$ cat src/rtl/arcanoid_pkg.sv
// Shared constants and types for the arcanoid video chain.
package arcanoid_pkg;
  localparam int H_ACTIVE = 1024;
  localparam int V_ACTIVE = 768;
  localparam int RGB_W    = 12;
  localparam int BCD_W    = 4;

  localparam logic [RGB_W-1:0] BLACK        = 12'h000;
  localparam logic [RGB_W-1:0] SCORE_YELLOW = 12'hFF0;

  typedef struct packed {
    logic [10:0]      hcount;
    logic [10:0]      vcount;
    logic             hsync;
    logic             vsync;
    logic             hblnk;
    logic             vblnk;
    logic [RGB_W-1:0] rgb;
  } vid_t;
endpackage

$ cat src/rtl/seg7_decode.sv
// BCD to seven-segment decode, output bits {a,b,c,d,e,f,g}; non-BCD codes go dark.
module seg7_decode
  import arcanoid_pkg::*;
(
  input  logic [BCD_W-1:0] bcd,
  output logic [6:0]       seg
);
  always_comb begin
    case (bcd)
      4'd0:    seg = 7'b1111110;
      4'd1:    seg = 7'b0110000;
      4'd2:    seg = 7'b1101101;
      4'd3:    seg = 7'b1111001;
      4'd4:    seg = 7'b0110011;
      4'd5:    seg = 7'b1011011;
      4'd6:    seg = 7'b1011111;
      4'd7:    seg = 7'b1110000;
      4'd8:    seg = 7'b1111111;
      4'd9:    seg = 7'b1111011;
      default: seg = 7'b0000000;
    endcase
  end
endmodule

$ cat src/rtl/draw_score.sv
// Score overlay: 4-digit saturating BCD counter, per-frame display latch and a
// 2-stage pixel pipeline that paints seven-segment digits over the RGB stream.
module draw_score
  import arcanoid_pkg::*;
#(
  parameter int               XPOS    = 16,
  parameter int               YPOS    = 8,
  parameter int               DIG_W   = 24,
  parameter int               DIG_H   = 40,
  parameter int               DIG_GAP = 8,
  parameter int               SEG_W   = 4,
  parameter logic [RGB_W-1:0] COLOR   = SCORE_YELLOW
) (
  input  logic             pclk,
  input  logic             reset,
  input  logic [10:0]      hcount_in,
  input  logic [10:0]      vcount_in,
  input  logic             hsync_in,
  input  logic             vsync_in,
  input  logic             hblnk_in,
  input  logic             vblnk_in,
  input  logic [RGB_W-1:0] rgb_in,
  input  logic             score_inc,
  input  logic             score_clr,
  output logic [10:0]      hcount_out,
  output logic [10:0]      vcount_out,
  output logic             hsync_out,
  output logic             vsync_out,
  output logic             hblnk_out,
  output logic             vblnk_out,
  output logic [RGB_W-1:0] rgb_out,
  output logic [15:0]      score_bcd
);
  localparam int PITCH = DIG_W + DIG_GAP;
  localparam logic [10:0] X_LO  = 11'(XPOS);
  localparam logic [10:0] X_HI  = 11'(XPOS + 4*DIG_W + 3*DIG_GAP);
  localparam logic [10:0] Y_LO  = 11'(YPOS);
  localparam logic [10:0] Y_HI  = 11'(YPOS + DIG_H);
  localparam logic [10:0] P1    = 11'(PITCH);
  localparam logic [10:0] P2    = 11'(2*PITCH);
  localparam logic [10:0] P3    = 11'(3*PITCH);
  localparam logic [10:0] DW    = 11'(DIG_W);
  localparam logic [10:0] SW    = 11'(SEG_W);
  localparam logic [10:0] DW_SW = 11'(DIG_W - SEG_W);
  localparam logic [10:0] DH_SW = 11'(DIG_H - SEG_W);
  localparam logic [10:0] HALF  = 11'(DIG_H/2);
  localparam logic [10:0] G_LO  = 11'(DIG_H/2 - SEG_W/2);
  localparam logic [10:0] G_HI  = 11'(DIG_H/2 + SEG_W/2);

  function automatic logic [15:0] bcd_inc(input logic [15:0] v);
    logic [15:0] r;
    logic        carry;
    r     = v;
    carry = 1'b1;
    for (int i = 0; i < 4; i++) begin
      if (carry) begin
        if (v[4*i +: 4] == 4'd9) r[4*i +: 4] = 4'd0;
        else begin
          r[4*i +: 4] = v[4*i +: 4] + 4'd1;
          carry       = 1'b0;
        end
      end
    end
    return r;
  endfunction

  logic [15:0]      score_q, score_d, disp_q, disp_d;
  logic             vblnk_prev_q, vblnk_prev_d;
  vid_t             vid_p1_q, vid_p1_d, vid_p2_q, vid_p2_d;
  logic [10:0]      lx_p1_q, lx_p1_d, ly_p1_q, ly_p1_d;
  logic [BCD_W-1:0] digit_p1_q, digit_p1_d;
  logic             in_digit_p1_q, in_digit_p1_d;
  logic [10:0]      dx;
  logic [1:0]       k;
  logic [3:0]       zlead;
  logic             in_box, upper, lit;
  logic [6:0]       seg, seg_hit;

  always_comb begin
    score_d = score_q;
    if (score_clr) score_d = '0;
    else if (score_inc && score_q != 16'h9999) score_d = bcd_inc(score_q);
    vblnk_prev_d = vblnk_in;
    // Latch only on the blanking rising edge so a frame never shows two values.
    disp_d = (vblnk_in && !vblnk_prev_q) ? score_q : disp_q;
  end

  // Stage 1: box test, cell split and digit select
  always_comb begin
    vid_p1_d = '{hcount: hcount_in, vcount: vcount_in, hsync: hsync_in,
                 vsync: vsync_in, hblnk: hblnk_in, vblnk: vblnk_in, rgb: rgb_in};
    in_box = (hcount_in >= X_LO) && (hcount_in < X_HI) &&
             (vcount_in >= Y_LO) && (vcount_in < Y_HI);
    dx      = hcount_in - X_LO;
    ly_p1_d = vcount_in - Y_LO;
    // Only four cells, so comparing against pitch multiples replaces the divide.
    if (dx >= P3)      begin k = 2'd0; lx_p1_d = dx - P3; end
    else if (dx >= P2) begin k = 2'd1; lx_p1_d = dx - P2; end
    else if (dx >= P1) begin k = 2'd2; lx_p1_d = dx - P1; end
    else               begin k = 2'd3; lx_p1_d = dx;      end
    zlead[3] = (disp_q[15:12] == 4'd0);
    zlead[2] = zlead[3] && (disp_q[11:8] == 4'd0);
    zlead[1] = zlead[2] && (disp_q[7:4] == 4'd0);
    zlead[0] = 1'b0;
    digit_p1_d    = disp_q[{k, 2'b00} +: 4];
    in_digit_p1_d = in_box && (lx_p1_d < DW) && !zlead[k];
  end

  seg7_decode u_dec (
    .bcd (digit_p1_q),
    .seg (seg)
  );

  // Stage 2: segment hit test and compositing
  always_comb begin
    upper   = ly_p1_q < HALF;
    seg_hit = {ly_p1_q < SW,
               (lx_p1_q >= DW_SW) && upper,
               (lx_p1_q >= DW_SW) && !upper,
               ly_p1_q >= DH_SW,
               (lx_p1_q < SW) && !upper,
               (lx_p1_q < SW) && upper,
               (ly_p1_q >= G_LO) && (ly_p1_q < G_HI)};
    lit      = in_digit_p1_q && |(seg & seg_hit);
    vid_p2_d = vid_p1_q;
    if (vid_p1_q.hblnk || vid_p1_q.vblnk) vid_p2_d.rgb = BLACK;
    else if (lit)                         vid_p2_d.rgb = COLOR;
  end

  always_ff @(posedge pclk or negedge reset) begin
    if (!reset) begin
      score_q       <= '0;
      disp_q        <= '0;
      vblnk_prev_q  <= 1'b0;
      vid_p1_q      <= '0;
      lx_p1_q       <= '0;
      ly_p1_q       <= '0;
      digit_p1_q    <= '0;
      in_digit_p1_q <= 1'b0;
      vid_p2_q      <= '0;
    end else begin
      score_q       <= score_d;
      disp_q        <= disp_d;
      vblnk_prev_q  <= vblnk_prev_d;
      vid_p1_q      <= vid_p1_d;
      lx_p1_q       <= lx_p1_d;
      ly_p1_q       <= ly_p1_d;
      digit_p1_q    <= digit_p1_d;
      in_digit_p1_q <= in_digit_p1_d;
      vid_p2_q      <= vid_p2_d;
    end
  end

  assign hcount_out = vid_p2_q.hcount;
  assign vcount_out = vid_p2_q.vcount;
  assign hsync_out  = vid_p2_q.hsync;
  assign vsync_out  = vid_p2_q.vsync;
  assign hblnk_out  = vid_p2_q.hblnk;
  assign vblnk_out  = vid_p2_q.vblnk;
  assign rgb_out    = vid_p2_q.rgb;
  assign score_bcd  = score_q;
endmodule

$ cat config.mk
export PLATFORM = sky130hd
export DESIGN_NAME = draw_score
export DESIGN_NICKNAME = d
export VERILOG_FILES = /design/src/rtl/arcanoid_pkg.sv /design/src/rtl/seg7_decode.sv /design/src/rtl/draw_score.sv
export SDC_FILE = /design/constraint.sdc
export NUM_CORES = 1
export LEC_CHECK = 0
export BUFFER_PORTS_ARGS = -buffer_cell sky130_fd_sc_hd__buf_2
export CAP_MARGIN = 30
export CORE_MARGIN = 1
export CORE_UTILIZATION = 60
export CTS_CLUSTER_DIAMETER = 150
export DETAILED_ROUTE_END_ITERATION = 12
export GPL_TIMING_DRIVEN = 0
export PLACE_DENSITY = 0.85
export SYNTH_ARGS = -nofsm -noshare
export SYNTH_HDL_FRONTEND = slang
export SYNTH_SLANG_ARGS = --single-unit
$ cat constraint.sdc
create_clock -name pclk -period 3.25 [get_ports pclk]
set_input_delay 0.65 -clock pclk [delete_from_list [all_inputs] [get_ports pclk]]
set_output_delay 0.65 -clock pclk [all_outputs]
set_load 0.02 [all_outputs]
* Word level (Yosys, flattened, before mapping)
Memory sizes are Yosys's and may differ from the RTL's.
Index checks and enable logic that the tools add are counted.
** Operators by class
- $add $sub $neg :: 9
- $lt $le $gt $ge :: 16
- Equality and inequality tests :: 5
- Shifts and indexed selects :: 1
- Mux-type cells :: 30
- Bitwise operators :: 1
- Reduce and logical (&&, ||, !) cells :: 30
** Operator list (number)
- $ge A11 B5 Y1 const B :: 3
- $lt A11 B5 Y1 const B :: 3
- $mux W11 :: 3
- $mux W16 :: 2
- $mux W4 :: 7
- $mux W12 :: 2
- $ge A11 B6 Y1 const B :: 2
- $ge A11 B7 Y1 const B :: 2
- $lt A11 B3 Y1 const B :: 2
- $sub A11 B7 Y11 const B :: 2
- $add A4 B1 Y4 const B :: 4
- $eq A4 B4 Y1 const B :: 4
- $ne A16 B16 Y1 const B :: 1
- $shiftx A16 B5 Y4 :: 1
- $logic_and A1 B1 Y1 :: 15
- $mux W1 :: 13
- $logic_not A4 Y1 :: 3
- $ge A11 B4 Y1 const B :: 1
- $lt A11 B6 Y1 const B :: 1
- $lt A11 B8 Y1 const B :: 1
- $sub A11 B4 Y11 const B :: 1
- $sub A11 B5 Y11 const B :: 1
- $sub A11 B6 Y11 const B :: 1
- $reduce_bool A2 Y1 :: 4
- other kinds (8) :: 13
** Storage, ports and cells
- Register bits :: 135
- Bits in read-only memories :: 112
- Bits of input ports :: 42
- Output and inout bits :: 54
- Word-level logic and storage cells :: 116
- Memories kept :: 1
** Memories
- (name not given) :: depth 16, width 7, read ports 1, clocked after memory_dff 0, write ports 0, line seg7_decode.sv:9 : case (bcd)

* Logic depth before layout (Yosys ltp)
Gate-level depths: netlist of run 1.
- Word-level depth :: 13
- Mapped depth :: 13
- Depth with buffers taken out :: 12

* Hierarchy
A second synthesis of run 1 with hierarchy kept.
** Second synthesis, totals
- Cell total of the unflattened synthesis :: 447
- Area, all modules :: 5392.7 sq um
** Modules (own cells, without submodules)
- draw_score :: times used 1, cells an instance 419, area each 5173.7 sq um, seq. area each 3203.1 sq um
- seg7_decode :: times used 1, cells an instance 28, area each 219.0 sq um, seq. area each 0.0 sq um

* Worst setup path after synthesis of run 1
OpenSTA, ideal clock, no wires.
- Kind :: input-to-reg
- Start point :: in hcount_in[4]
- End point :: reg in_digit_p1_q
- Library setup time :: 0.096 ns
- Arrival time :: 3.215 ns
- Required time :: 3.154 ns
- Setup slack :: -0.061 ns
- Cell stages on the path :: 13
- Buffers on the path :: 1
- Cell sequence :: buf_4 > inv_1 > ha_1 > xnor2_1 > inv_1 > ha_1 > nand3b_1 > o21ai_0 > a21oi_1 > nand2_1 > o31a_2 > or4b_1 > nor4_2
** Between the ends
- Elaborated cells between the ends (all ways) :: 24
- Classes of those cells :: add/sub: 4; order compare: 6; mux: 8; reduce/logical: 6
** RTL lines
- start: declaration :: line draw_score.sv:16 : input logic [10:0] hcount_in,
- $sub A11 B5 Y11 * :: line draw_score.sv:94 : dx = hcount_in - X_LO;
- net dx[4] :: line draw_score.sv:73 : logic [10:0] dx;
- $sub A11 B6 Y11 / $ge A11 B6 Y1 (equally long branches) :: line draw_score.sv:99 : else if (dx >= P1) begin k = 2'd2; lx_p1_d = dx - P1; end
- $mux W11 :: line draw_score.sv:99
- $mux W11 :: line draw_score.sv:98 : else if (dx >= P2) begin k = 2'd1; lx_p1_d = dx - P2; end
- $mux W11 * :: line draw_score.sv:97 : if (dx >= P3) begin k = 2'd0; lx_p1_d = dx - P3; end
- net lx_p1_d[7] :: line draw_score.sv:70 : logic [10:0] lx_p1_q, lx_p1_d, ly_p1_q, ly_p1_d;
- $lt A11 B5 Y1 * :: line draw_score.sv:106 : in_digit_p1_d = in_box && (lx_p1_d < DW) && !zlead[k];
- $logic_and A1 B1 Y1 * (2 in a row) :: line draw_score.sv:106
- net in_digit_p1_d :: line draw_score.sv:72 : logic in_digit_p1_q, in_digit_p1_d;
- end signal: assignment :: line draw_score.sv:149 : in_digit_p1_q <= in_digit_p1_d;
- end: declaration :: line draw_score.sv:72
The timed path passes the listed nets; every way through them passes the cells marked *. The select of a mux whose other input is x is not followed.
A chain may end at the register's enable or synchronous reset.

* Final worst setup path of run 1
- Start point :: in hcount_in[4]
- End point :: reg in_digit_p1_q
** Between the ends
- Word-level cells in the longest chain between the ends :: 9
- Elaborated cells between the ends (all ways) :: 24
- Classes of those cells :: add/sub: 4; order compare: 6; mux: 8; reduce/logical: 6
** RTL lines (line)
- $sub A11 B5 Y11 * :: draw_score.sv:94
- net dx[4] :: draw_score.sv:73
- branches (longest 7 deep; another with $sub A11 B6 Y11)
- $logic_and A1 B1 Y1 * :: draw_score.sv:106
- net in_digit_p1_d :: draw_score.sv:72
Mark *: on every way through the listed nets, which the timed path passes. The select of a mux whose other input is x is not followed.

==> impl_metrics.yaml, run 1 <==
drt:
  wl_per_cell_um: 15.6
  antenna_left: 0
  post_drt_via_cell_ratio: 5.70
  drt_iter0_markers: 140
  drc: 0
  dr.pass1.iters: 5
  wl_mm: 10.8
  vias: 3940
critical_path:
  cp_top_family: "simple AND/OR/NAND/NOR gates"
  crit_buf_inv: 3
  reg2reg_slack_ns: 0.57
  worstPathCellList: "buf_2 -> buf_4 -> inv_1 -> ha_2 -> or4b_1 -> or4b_4 -> nand3_1 -> or2b_2 -> o31a_2 -> or4b_1 -> nor4_2"
  reg2reg_depth: 8
  crit_path_start: "hcount_in[4]"
  timing.rr.start: "ly_p1_q[8]"
  timing.rr.end: "rgb_out[7]"
  crit_type: "in2reg"
  crit_path_start_kind: "input port"
  crit_path_end_kind: "register"
  cp.arrival_ns: 3.46
  max_stage_delay_ns: 0.52
  crit_required_ns: 3.64
  cp_common_cell: "or4b_1"
  critical_path.max_fanout: 8
  critPathSlowestCell: "or4b_4"
clock_tree:
  clk-insertion-delay-late_ns: 0.51
  cts_max_path_buffers: 2
  cts_made_buffers: 17
  cts_tree: "done"
  cts.sinks: 128
  root_buffer: "clkbuf_8"
  htree_levels: 4
  path_clk_slew_ns: 0.06
  ctsHoldBuffers: 0
timing:
  fin_skew_ns: 0.00635
  setup_viol: 0
  rsz0062_at_grt: "false"
  fin_crit_ns: 3.08
  hold_viol_final: 0
  slew_violations: 0
  tightest_slew_ns: 0.609
  min_period_over_period: 0.947
  finalHoldWorstSlack_ns: 0.0829
  slew_headroom: 0.590
  max_freq_ghz: 0.325
yosys:
  synth_seq_cells: 128
  yosysTopAreaCell: "dfrtp_1"
  netlist_instances: 452
  synthDistinctLibCells: 57
  synth.yosys.seq_area_share: 0.594
  ys_top_cells_by_area: "dfrtp_1 (59%), ha_1 (5.8%), mux2_2 (2.7%)"
  synthArstFlopShare: 1.00
  synth_area_sq_mm: 0.00540
  synth.top_cell.area_share: 0.594
  synth_edf_count: 0
  ys.flop_type: "dfrtp_1"
  synth.net_count: 519
  yosys_warnings: 0
  synthMostInstantiatedCell: "dfrtp_1"
  synth_area_per_cell_sq_um: 11.9
  ys_top_cells_by_count: "dfrtp_1 (128), nor2_1 (37), nand2_1 (35), ha_1 (25), o21ai_0 (24)"
floorplanning:
  rows: 34
  start_util: 0.619
  fp.dieW_um: 96.8
  die_area_sq_mm: 0.00938
  core_sq_mm: 0.00872
  fp.dieH_um: 96.8
  ioPinCount: 96
place:
  portBuffers: 95
  gp_congestion: 0.887
  hpwl_mm: 7.44
pwr:
  p_leak_nw: 3.21
  ir_drop_uv: 441
  p_clk_frac: 0.469
  p_int_mw: 3.07
  power_frac_comb: 0.107
  total_power_mw: 4.15
  seqPwrFrac: 0.424
  power_density_mw_per_mm2: 619
  power_switching_mw: 1.08
  swShare: 0.260
job:
  drv_cap: 0
grt:
  antenna_found_initial: 0
  grt_max_degree: 77
  grt_overflow: 0
  grt_pass1_vias: 3987
  track_usage: 0.247
  grt_pass1_wl_mm: 18.3
run_status:
  outcome: "finished clean"
finish:
  fin_nets: 637
  syn_to_final_growth_pct: 24.1
  antenna_cells: 0
  fin_util: 0.768
  drive_gt1_frac: 0.292
worst_hold_path:
  min_path_type: "in2async"
[power by group through the flow]
| stage | clock network (mW) | registers [mW] | logic [mW] |
|---|---|---|---|
| after global routing | 2.06 | 1.77 | 0.493 |
| after detailed placement | 0 | 1.79 | 0.431 |
| final | 1.94 | 1.76 | 0.444 |
| after floorplan | 0 | 1.82 | 0.223 |
| after CTS | 1.98 | 1.76 | 0.437 |
| after global placement | 0 | 1.78 | 0.409 |
[what timing repair did]
action	4_1_cts	5_1_grt
setup buffers	0	3
endpoints found under the setup margin	0	1
gates resized for setup	0	2
[state kept, by name, indices dropped and copies added (netlist names)]
register,count
digit_p1_q,4
disp_q,16
hblnk_out,1
hcount_out,11
hsync_out,1
in_digit_p1_q,1
lx_p1_q,11
ly_p1_q,11
rgb_out,12
score_bcd,16
vblnk_out,1
vcount_out,11
vid_p1_q,31
vsync_out,1
[kinds of logic after synthesis]
group / count (synthesis) / share of synthesized area
AND/OR/NAND/NOR: 140 / 0.136
multiplexers: 18 / 0.0387
flip-flops: 128 / 0.594
buffers and inverters: 33 / 0.0292
AO/OA/AOI/OAI: 92 / 0.119
XOR/XNOR: 16 / 0.0260
adder cells (fa/ha/maj): 25 / 0.0580
[metal layers]
layer	track usage	vias to the layer above	part of all wire
li1	-	1832	-
met1	0.296	1933	0.41
met4	0.114	0	0.025
met3	0.0672	28	0.048
met5	0	-	0
met2	0.416	147	0.51
[worst max path at each step]
| stage | end | slack [ns] | cells after the start |
|---|---|---|---|
| finish | in_digit_p1_q | 0.17 | 11 |
| global route | in_digit_p1_q | 0.02 | 11 |
| CTS | in_digit_p1_q | 0.04 | 11 |
| detailed placement | in_digit_p1_q | -0.48 | 11 |
| global placement | in_digit_p1_q | -0.47 | 11 |
| floorplan | in_digit_p1_q | 0.01 | 10 |
[cell usage in the layout (no fill, tap or decap), types with 4 or more instances in the layout]
master	synthesis	routed
o21a_1	11	11
xor2_1	7	7
clkbuf_16	0	16
or3_1	5	5
nand2_1	35	35
a211oi_1	5	5
buf_6	3	4
dfrtp_1	128	128
buf_4	3	6
inv_6	0	5
ha_1	25	24
buf_2	0	94
clkbuf_1	7	7
nor3_1	10	10
nand3b_1	8	8
mux2_2	13	13
nand3_1	10	10
nor4_1	7	7
o21ai_0	24	24
a21oi_1	14	14
a21o_1	5	5
xnor2_1	9	8
inv_1	20	20
o31ai_1	4	4
nor2_1	37	37
mux2i_1	4	4
nand2b_1	5	5
[stage by stage]
step                instances  TNS, ns  worst slack, ns  instance area (sq um)
floorplan                 452        0           0.0128                   5400
global placement          655    -1.61           -0.469                   6010
detailed placement        656    -1.87           -0.479                   6050
CTS                       688        0           0.0385                   6660
global route              691        0           0.0193                   6700
finish                    691        0            0.173                   6700
[area by class of cell]
type	count	area [sq um]
fillers	528	2020
plain buffers	13	82.6
flip-flops and latches	128	3200
well taps	108	135
inverters	20	75.1
repair buffers	99	532
clock buffers	17	414
clock inverters	15	199
multi-input cells	291	2060
[worst reg2reg max path: cells and delay by family (launching register included)]
family                 cells  cell delay (ns)
buffers and inverters      1             0.25
AOI/OAI and AO/OA          5             1.05
and+or+nand+nor            2             0.91
DFF                        1             0.38
No activity file was read; power rests on OpenSTA's default activity.
==> run 2, diff against run 1 <==
--- a/config.mk
+++ b/config.mk
@@ -5,6 +5,7 @@
 export SDC_FILE = /design/constraint.sdc
 export NUM_CORES = 1
 export LEC_CHECK = 0
+export ABC_CLOCK_PERIOD_IN_PS = 3250
 export BUFFER_PORTS_ARGS = -buffer_cell sky130_fd_sc_hd__buf_2
 export CAP_MARGIN = 30
 export CORE_MARGIN = 1
==> constraint.sdc (replaced) <==
create_clock -name pclk -period 3.25 [get_ports pclk]
set_input_delay 0.8125 -clock pclk [delete_from_list [all_inputs] [get_ports pclk]]
set_output_delay 0.8125 -clock pclk [all_outputs]
set_load 0.02 [all_outputs]
==> run 2 against run 1 <==
Register-to-register slack better by 0.03 ns. Clock-buffer cell count increased by 3. Global-route usage increased by 1.1 points. Total power is 0.69% lower. Critical endpoint unchanged. Largest cell class unchanged.
==> impl_metrics.yaml, run 2 (synthesis results as in run 1) <==
grt:
  grt_pass1_vias: 4000
  grt_max_degree: 74
  antenna_found_initial: 0
  track_usage: 0.258
  grt_overflow: 0
  grt_pass1_wl_mm: 18.7
floorplanning:
  ioPinCount: 96
  die_area_sq_mm: 0.00938
  fp.dieW_um: 96.8
  core_sq_mm: 0.00872
  start_util: 0.619
  rows: 34
  fp.dieH_um: 96.8
timing:
  max_freq_ghz: 0.320
  fin_crit_ns: 3.12
  min_period_over_period: 0.961
  hold_viol_final: 0
  timing.setup.tns_ns: 0
  slew_violations: 0
  slew_headroom: 0.594
  finalHoldWorstSlack_ns: 0.246
  tightest_slew_ns: 0.607
  setup_viol: 0
  fin_skew_ns: 0.00622
drt:
  dr.pass1.iters: 4
  antenna_left: 0
  wl_per_cell_um: 16.1
  drt_iter0_markers: 157
  drc: 0
  vias: 3882
  post_drt_via_cell_ratio: 5.63
  wl_mm: 11.1
finish:
  antenna_cells: 0
  top_register: "vid_p1_q"
  syn_to_final_growth_pct: 24.2
  postLayoutCellArea_sq_mm: 0.00670
  drive_gt1_frac: 0.292
  largest_reg_flops: 31
  layout_common_cells: "dfrtp_1 (128), buf_2 (94), nor2_1 (37), nand2_1 (35), ha_1 (24)"
  fin_util: 0.768
  fillCellCount: 541
  fin_nets: 637
  final_common_cell: "dfrtp_1"
critical_path:
  crit_path_end_kind: "register"
  timing.rr.start: "digit_p1_q[1]"
  cp-endpoint: "in_digit_p1_q"
  cp.arrival_ns: 3.55
  reg2reg_depth: 9
  timing.rr.end: "rgb_out[3]"
  crit_path_start: "hcount_in[4]"
  crit_type: "in2reg"
  reg2reg_slack_ns: 0.60
  crit_path_start_kind: "input port"
  critical_path.max_fanout: 8
  crit_required_ns: 3.68
clock_tree:
  ctsHoldBuffers: 0
  path_clk_slew_ns: 0.06
  root_buffer: "clkbuf_8"
  cts.sinks: 128
  htree_levels: 4
  cts_made_buffers: 17
  clk-insertion-delay-late_ns: 0.52
  cts_max_path_buffers: 2
  cts_tree: "done"
pwr:
  ir_drop_uv: 495
  power_density_mw_per_mm2: 614
  p_leak_nw: 3.20
place:
  gp_congestion: 0.859
  portBuffers: 95
  postPlaceCellArea_sq_mm: 0.00607
  hpwl_mm: 7.54
worst_hold_path:
  min_path_type: "in2async"
job:
  drv_cap: 0
run_status:
  outcome: "finished clean"
## run 2: cell types whose count changed in the layout (fill, tap and decap cells not counted), sizes merged
cell	change
inv	-7
clkbuf	+3
clkinvlp	+3
## run 2: final cells by class
cell class              count  area [sq um]  area share
well taps                 108           135      0.0202
repair buffers             99           532      0.0794
flip-flops and latches    128          3200       0.478
multi-input cells         291          2070       0.309
clock inverters            11           156      0.0233
clock buffers              20           445      0.0665
plain buffers              13          82.6      0.0123
inverters                  20          75.1      0.0112
## run 2: power by group
group,leakage [nW],switching (mW),internal [mW]
logic,1.33,0.270,0.177
clock network,0.284,0.700,1.21
registers,1.59,0.0634,1.70
total,3.20,1.03,3.08
## run 2: per-stage QoR
stage | cells | power [mW] | setup slack [ns]
2_1_floorplan | 452 | 2.04 | -0.0285
3_3_place_gp | 655 | 2.19 | -0.449
3_5_place_dp | 656 | 2.22 | -0.473
4_1_cts | 687 | 4.14 | 0.00771
5_1_grt | 690 | 4.27 | -0.00747
6_report | 690 | 4.12 | 0.127
## run 2: worst min path at each step
stage / to / slack [ns]
final: hcount_out[8] / 0.25
after CTS: vid_p1_q[34] / 0.24
after global placement: vcount_out[3] / 0.33
after floorplan: hcount_out[0] / 0.33
after global routing: hcount_out[8] / 0.28
after detailed placement: hcount_out[10] / 0.33
## run 2: worst max-delay path, cell delays in order
cell	delay, ns
buf_2	0.12
buf_4	0.16
or3_1	0.41
xor2_1	0.52
ha_1	0.36
a21oi_1	0.13
nand2_1	0.07
o31a_2	0.36
or4b_1	0.48
nor4_2	0.14
## run 2: layer usage
layer	track usage	wire (um)	share of wire	vias to the layer above
met2	0.446	5880	0.53	116
met1	0.301	4540	0.41	1913
met3	0.0737	504	0.045	22
met5	0	0	0	-
li1	-	-	-	1831
met4	0.106	195	0.018	0
## run 2: timing repair
item                       4_1_cts  5_1_grt
buffers inserted                 0        3
setup endpoints to repair        0        1
resized for setup                0        2
